## config.mk

```make
export PLATFORM = sky130hd
export DESIGN_NAME = sync_fifo_ctl
export DESIGN_NICKNAME = d
export VERILOG_FILES = /design/src/rtl/sync_fifo_pkg.sv /design/src/rtl/sync_fifo_ctl_ram.sv /design/src/rtl/sync_fifo_ctl.sv
export SDC_FILE = /design/constraint.sdc
export NUM_CORES = 1
export LEC_CHECK = 0
export CAP_MARGIN = 5
export CORE_ASPECT_RATIO = 1.1
export CORE_MARGIN = 3
export CORE_UTILIZATION = 54
export DETAILED_ROUTE_END_ITERATION = 12
export PLACE_DENSITY_LB_ADDON = 0.12
export SLEW_MARGIN = 10
export SYNTH_ARGS = -nofsm -noshare
export SYNTH_HDL_FRONTEND = slang
export SYNTH_HIERARCHICAL = 1
export SYNTH_SLANG_ARGS = --single-unit
```

## constraint.sdc

```tcl
create_clock -name clk -period 5 [get_ports clk]
set_input_delay 1.25 -clock clk [delete_from_list [all_inputs] [get_ports clk]]
set_output_delay 1.25 -clock clk [all_outputs]
set_load 0.02 [all_outputs]
```

## src/rtl/sync_fifo_pkg.sv

```systemverilog
// Shared definitions for the single-clock FIFO: width helper, read-mode codes
// and the parameter legality check used by the controller.
package sync_fifo_pkg;

  localparam int FIFO_STD  = 0;
  localparam int FIFO_FWFT = 1;

  function automatic int clog2(input int n);
    int r;
    r = 0;
    while ((1 << r) < n) r++;
    return r;
  endfunction

  function automatic bit params_ok(input int data_w, input int depth,
                                   input int afull_th, input int aempty_th,
                                   input int fwft);
    return (data_w >= 1) && (depth >= 2) && ((depth & (depth - 1)) == 0) &&
           (afull_th >= 1) && (afull_th <= depth) &&
           (aempty_th >= 0) && (aempty_th <= depth - 1) &&
           ((fwft == FIFO_STD) || (fwft == FIFO_FWFT));
  endfunction

endpackage

```

## src/rtl/sync_fifo_ctl_ram.sv

```systemverilog
// Storage for sync_fifo_ctl: DATA_W x DEPTH, synchronous write, asynchronous read.
// No reset on the array; the controller's pointers define which words are live.
module sfifo_ram
  import sync_fifo_pkg::*;
#(
  parameter int DATA_W = 32,
  parameter int DEPTH  = 16
) (
  input  logic                      clk,
  input  logic                      we,
  input  logic [clog2(DEPTH)-1:0]   waddr,
  input  logic [DATA_W-1:0]         wdata,
  input  logic [clog2(DEPTH)-1:0]   raddr,
  output logic [DATA_W-1:0]         rdata
);

  logic [DATA_W-1:0] mem [DEPTH];

  always_ff @(posedge clk) begin
    if (we) mem[waddr] <= wdata;
  end

  assign rdata = mem[raddr];

endmodule

```

## src/rtl/sync_fifo_ctl.sv

```systemverilog
// Single-clock FIFO controller: standard (1-cycle registered) or FWFT read, flags one cycle after request.
// Backpressure: writes dropped when full (overflow), pops ignored when empty (underflow); both sticky until rst.
module sync_fifo_ctl
  import sync_fifo_pkg::*;
#(
  parameter int DATA_W    = 32,
  parameter int DEPTH     = 16,
  parameter int AFULL_TH  = 12,
  parameter int AEMPTY_TH = 2,
  parameter int FWFT      = FIFO_STD
) (
  input  logic                    clk,
  input  logic                    rst,
  input  logic                    flush,
  input  logic                    w_en,
  input  logic [DATA_W-1:0]       w_data,
  input  logic                    r_en,
  output logic [DATA_W-1:0]       r_data,
  output logic                    r_valid,
  output logic                    w_full,
  output logic                    w_almost_full,
  output logic                    r_empty,
  output logic                    r_almost_empty,
  output logic [clog2(DEPTH):0]   fill_count,
  output logic                    overflow,
  output logic                    underflow
);

  localparam int AW = clog2(DEPTH);
  localparam int CW = AW + 1;
  localparam bit PARAMS_OK = params_ok(DATA_W, DEPTH, AFULL_TH, AEMPTY_TH, FWFT);

  logic [AW-1:0]     wr_ptr, rd_ptr;
  logic [CW-1:0]     count_nxt;
  logic              wr_acc, rd_acc, ram_we;
  logic [DATA_W-1:0] ram_rdata;

  always_ff @(posedge clk) begin
    assert (PARAMS_OK);
  end

  // Acceptance uses the registered flags, so a full FIFO still accepts a read.
  assign wr_acc = w_en & ~w_full;
  assign rd_acc = r_en & ~r_empty;
  assign ram_we = wr_acc & ~flush & ~rst;

  always_comb begin
    count_nxt = fill_count;
    if (flush) count_nxt = '0;
    else       count_nxt = fill_count + CW'(wr_acc) - CW'(rd_acc);
  end

  always_ff @(posedge clk) begin
    if (rst) begin
      wr_ptr         <= '0;
      rd_ptr         <= '0;
      fill_count     <= '0;
      w_full         <= 1'b0;
      w_almost_full  <= 1'b0;
      r_empty        <= 1'b1;
      r_almost_empty <= 1'b1;
      overflow       <= 1'b0;
      underflow      <= 1'b0;
    end else begin
      if (flush) begin
        wr_ptr <= '0;
        rd_ptr <= '0;
      end else begin
        if (wr_acc)            wr_ptr    <= wr_ptr + AW'(1);
        if (rd_acc)            rd_ptr    <= rd_ptr + AW'(1);
        if (w_en && w_full)    overflow  <= 1'b1;
        if (r_en && r_empty)   underflow <= 1'b1;
      end
      fill_count     <= count_nxt;
      w_full         <= (count_nxt == CW'(DEPTH));
      w_almost_full  <= (count_nxt >= CW'(AFULL_TH));
      r_empty        <= (count_nxt == '0);
      r_almost_empty <= (count_nxt <= CW'(AEMPTY_TH));
    end
  end

  sfifo_ram #(
    .DATA_W (DATA_W),
    .DEPTH  (DEPTH)
  ) u_ram (
    .clk   (clk),
    .we    (ram_we),
    .waddr (wr_ptr),
    .wdata (w_data),
    .raddr (rd_ptr),
    .rdata (ram_rdata)
  );

  if (FWFT == FIFO_FWFT) begin : g_fwft
    // Head word is exposed directly; r_en only acknowledges the pop.
    assign r_data  = ram_rdata;
    assign r_valid = ~r_empty;
  end else begin : g_std
    logic [DATA_W-1:0] r_data_q;
    logic              r_valid_q;

    always_ff @(posedge clk) begin
      if (rst) begin
        r_data_q  <= '0;
        r_valid_q <= 1'b0;
      end else if (flush) begin
        r_valid_q <= 1'b0;
      end else begin
        r_valid_q <= rd_acc;
        if (rd_acc) r_data_q <= ram_rdata;
      end
    end

    assign r_data  = r_data_q;
    assign r_valid = r_valid_q;
  end

endmodule

```

==> metrics.md <==
| Metric | Value |
|---|---|
| DR vias | 10500 |
| Ports | 81 |
| Fin crit share | 71.4% |
| Largest net degree at the start of global routing | 89 |
| Clk root buf | clkbuf_16 |
| Compound-Gate Fraction of Synth Area | 3.52% |
| Total grt overflow | 0 |
| Worst vdd ir | 299 µV |
| Vias in the first global route | 10400 |
| Routability Congestion | 0.778 |
| Row Count | 75 |
| Syn Inst Count | 1046 |
| Slew headroom | 28.6% |
| # port buffers | 80 |
| Flop pwr share | 55.0% |
| Largest area contributor in the netlist | edfxtp_1 |
| Register area share after synthesis | 77.4% |
| Syn Nets | 1090 |
| Critical path's slowest cell | or3b_2 |
| Initial antenna violation count | 0 |
| Sw frac | 20.2% |
| Final Critical Period | 3.57 ns |
| Cells along the critical path | clkdlybuf4s50_1 > or2_1 > nor2_1 > or3b_2 > nor2_4 > buf_4 |
| Most frequent cell after synthesis | edfxtp_1 |
| Worst-Skew Late Latency | 0.59 ns |
| Slew Viols, Final | 0 |
| Hold slack | 0.453 ns |
| Initial DRC Count | 1027 |
| Setup-failing EPs final | 0 |
| Asr flop ratio synth | 0% |
| Post-detail-place hpwl | 28400 µm |
| H-Tree Depth | 2 |
| Nature of the critical path endpoint | register |
| Area taken by multi-input logic gates | 0.00463 mm² |
| Slowest stage delay, CP | 0.62 ns |
| Setup CP Type | input pin to register |
| Top post-synthesis cells by count | edfxtp_1 (512), mux4_2 (128), nand2_1 (109), a22oi_1 (64), dfxtp_1 (52) |
| Placeable Area | 0.0385 mm² |
| Area grow syn2layout | 15.6% |
| Max Clock Skew | 0.0166 ns |
| R2R Path Start | w_full |
| Yosys warns | 6 |
| Min-delay src | r_data[0] |
| P per Cell Area | 385 mW/mm² |
| Final-report hold violation count | 0 |
| # diodes | 0 |
| Syn avg cell area | 20.3 µm² |
| Post-synthesis adder-cell area fraction | 0.449% |
| Post-cts gate resize count | 0 |
| CTS clk-pin slew, worst paths | 0.06 ns |
| Ranking of synthesized cells by area | edfxtp_1 (73%), mux4_2 (14%), dfxtp_1 (4.9%), a22oi_1 (2.3%), nand2_1 (1.9%) |
| Post-synthesis simple-gate area fraction | 3.23% |
| Post-Syn Area | 0.0212 mm² |
| DR WL/cell | 26.7 µm |
| Layout Utilization | 63.7% |
| # Post-CTS Setup Buffers | 0 |
| Drt pass-1 iters | 5 |
| Gate power share | 3.9% |
| Multiplexer share of the synthesized area | 13.6% |
| Antenna viol nets, final | 0 |
| Die height | 214 µm |
| Routed WL | 45500 µm |
| Global-route wire length before repair | 68100 µm |
| Post-route setup slack | 1.43 ns |
| Startpoint class of the critical path | input pin |
| Distinct cells, synth | 34 |
| Flop and latch count out of synthesis | 564 |
| Synth Area in XOR/XNOR | 0.331% |
| Max Cap Violations | 0 |
| Status | completed |
| P_sw | 1.91 mW |
| Worst Path Required | 5.29 ns |
| GRT Util Overall | 22.2% |
| Vias/cell | 6.14 |
| Worst Setup SP | flush |
| Starting Density | 55.1% |
| Hold Path Class | register to register |
| Number of synthesized flops with an enable pin | 512 |
| Reg-to-reg setup timing slack | 2.32 ns |
| Fmax | 280 MHz |
| Post-CTS Hold Buffers | 0 |
| Layout Nets | 1203 |
| Clk pwr share | 41.2% |
| TritonCTS clock tree | built |
| Die Area | 0.0417 mm² |
| Synth top area share | 72.5% |
| Tightest Pin Transition | 1.07 ns |
| Lkg Pwr | 7.53 nW |
| Unrepaired setup endpoints after global routing | no |
| Die width | 195 µm |
| Setup WS pre-CTS | 0.897 ns |
| Drc violations | 0 |
| Largest family of logic cells by synthesized area | multiplexers |
| Critical Path AT | 3.86 ns |
| Clock Sinks | 564 |
| Total negative slack | 0 ns |
| Int Pwr | 7.53 mW |
| FF+latch area | 0.0164 mm² |
| CP Max Fanout | 18 |
| Num CTS Buffers | 54 |
| Post-synth top flop | edfxtp_1 |
| Filler cells | 2683 |
| Clock Tree Buf Depth | 3 |
| Share of cells above drive strength 1 | 21.8% |
[worst paths after layout]
check             cells after the start              end
setup / recovery                      6  u_ram/mem[1][6]
setup reg to reg                      5  u_ram/mem[1][6]
hold / removal                        2        r_data[0]
hold reg to reg                       2        r_data[0]
[metrics by stage]
stage	power [mW]	instances	cell area (µm²)
final	9.45	1704	24500
after CTS	9.53	1704	24500
after global placement	5.65	1603	22800
after global routing	9.74	1704	24500
after floorplan	5.47	1046	21200
after detailed placement	5.66	1603	22800
[flip-flops by register name, indices dropped and copies added, names as in the netlist, 4 cells and up]
register / flops
fill_count: 5
r_data: 32
rd_ptr: 4
u_ram/mem: 512
wr_ptr: 4
[critical path, delay by kind of cell]
family                 cells  cell delay (ns)
AND/OR/NAND/NOR            4             1.77
buffers and inverters      2             0.81
[layout by cell type, fill, tap and decap left out, types with 3 or more instances in the layout]
cell type | synthesis | routed
dfxtp_1 | 52 | 50
clkinvlp_4 | 0 | 4
nor2b_1 | 5 | 3
nor2_4 | 0 | 14
nor2_1 | 27 | 13
mux4_2 | 128 | 128
xor2_1 | 5 | 5
clkdlybuf4s50_1 | 0 | 79
xnor2_1 | 3 | 3
clkinv_1 | 0 | 13
buf_12 | 0 | 7
bufinv_16 | 0 | 4
nand2b_1 | 4 | 4
a21oi_1 | 37 | 37
buf_4 | 11 | 24
a22oi_1 | 64 | 64
ha_1 | 6 | 6
inv_1 | 9 | 9
nand2_1 | 109 | 109
clkinv_2 | 0 | 11
nor3_2 | 0 | 3
clkbuf_16 | 0 | 55
edfxtp_1 | 512 | 512
clkbuf_1 | 27 | 12
[routing by layer]
layer  global-route usage (%)  up-vias  share of wire (%)
met5                        0        -                  0
met4                     6.05        0                2.1
met3                     4.54       64                8.0
met2                     31.5      418                 44
met1                     35.8     5490                 46
li1                         -     4493                  -
[area by class of cell]
type,instances,share of cell area [%]
multi-input combinational,419,18.9
timing repair buffer,111,4.55
clock inverter,34,1.09
clock buffer,67,5.80
inverter,9,0.138
tap,500,2.55
sequential,564,67.0
[power by group through the flow]
stage                     Sequential [mW]  Clock, mW  Combinational (mW)
after detailed placement             5.29          0               0.366
after global routing                 5.19       4.15               0.396
after global placement               5.29          0               0.360
after floorplan                      5.30          0               0.165
after CTS                            5.19       3.97               0.367
final                                5.19       3.89               0.366
[cell families (layout without fill, tap and decap cells)]
group,Yosys count,after routing
buffers and inverters,63,221
and+or+nand+nor,164,164
adders and majority gates,7,7
xor gates and xnor gates,8,8
muxes,128,128
DFF,564,564
AOI/OAI and AO/OA,112,112
(Power assumes the default switching activity.)
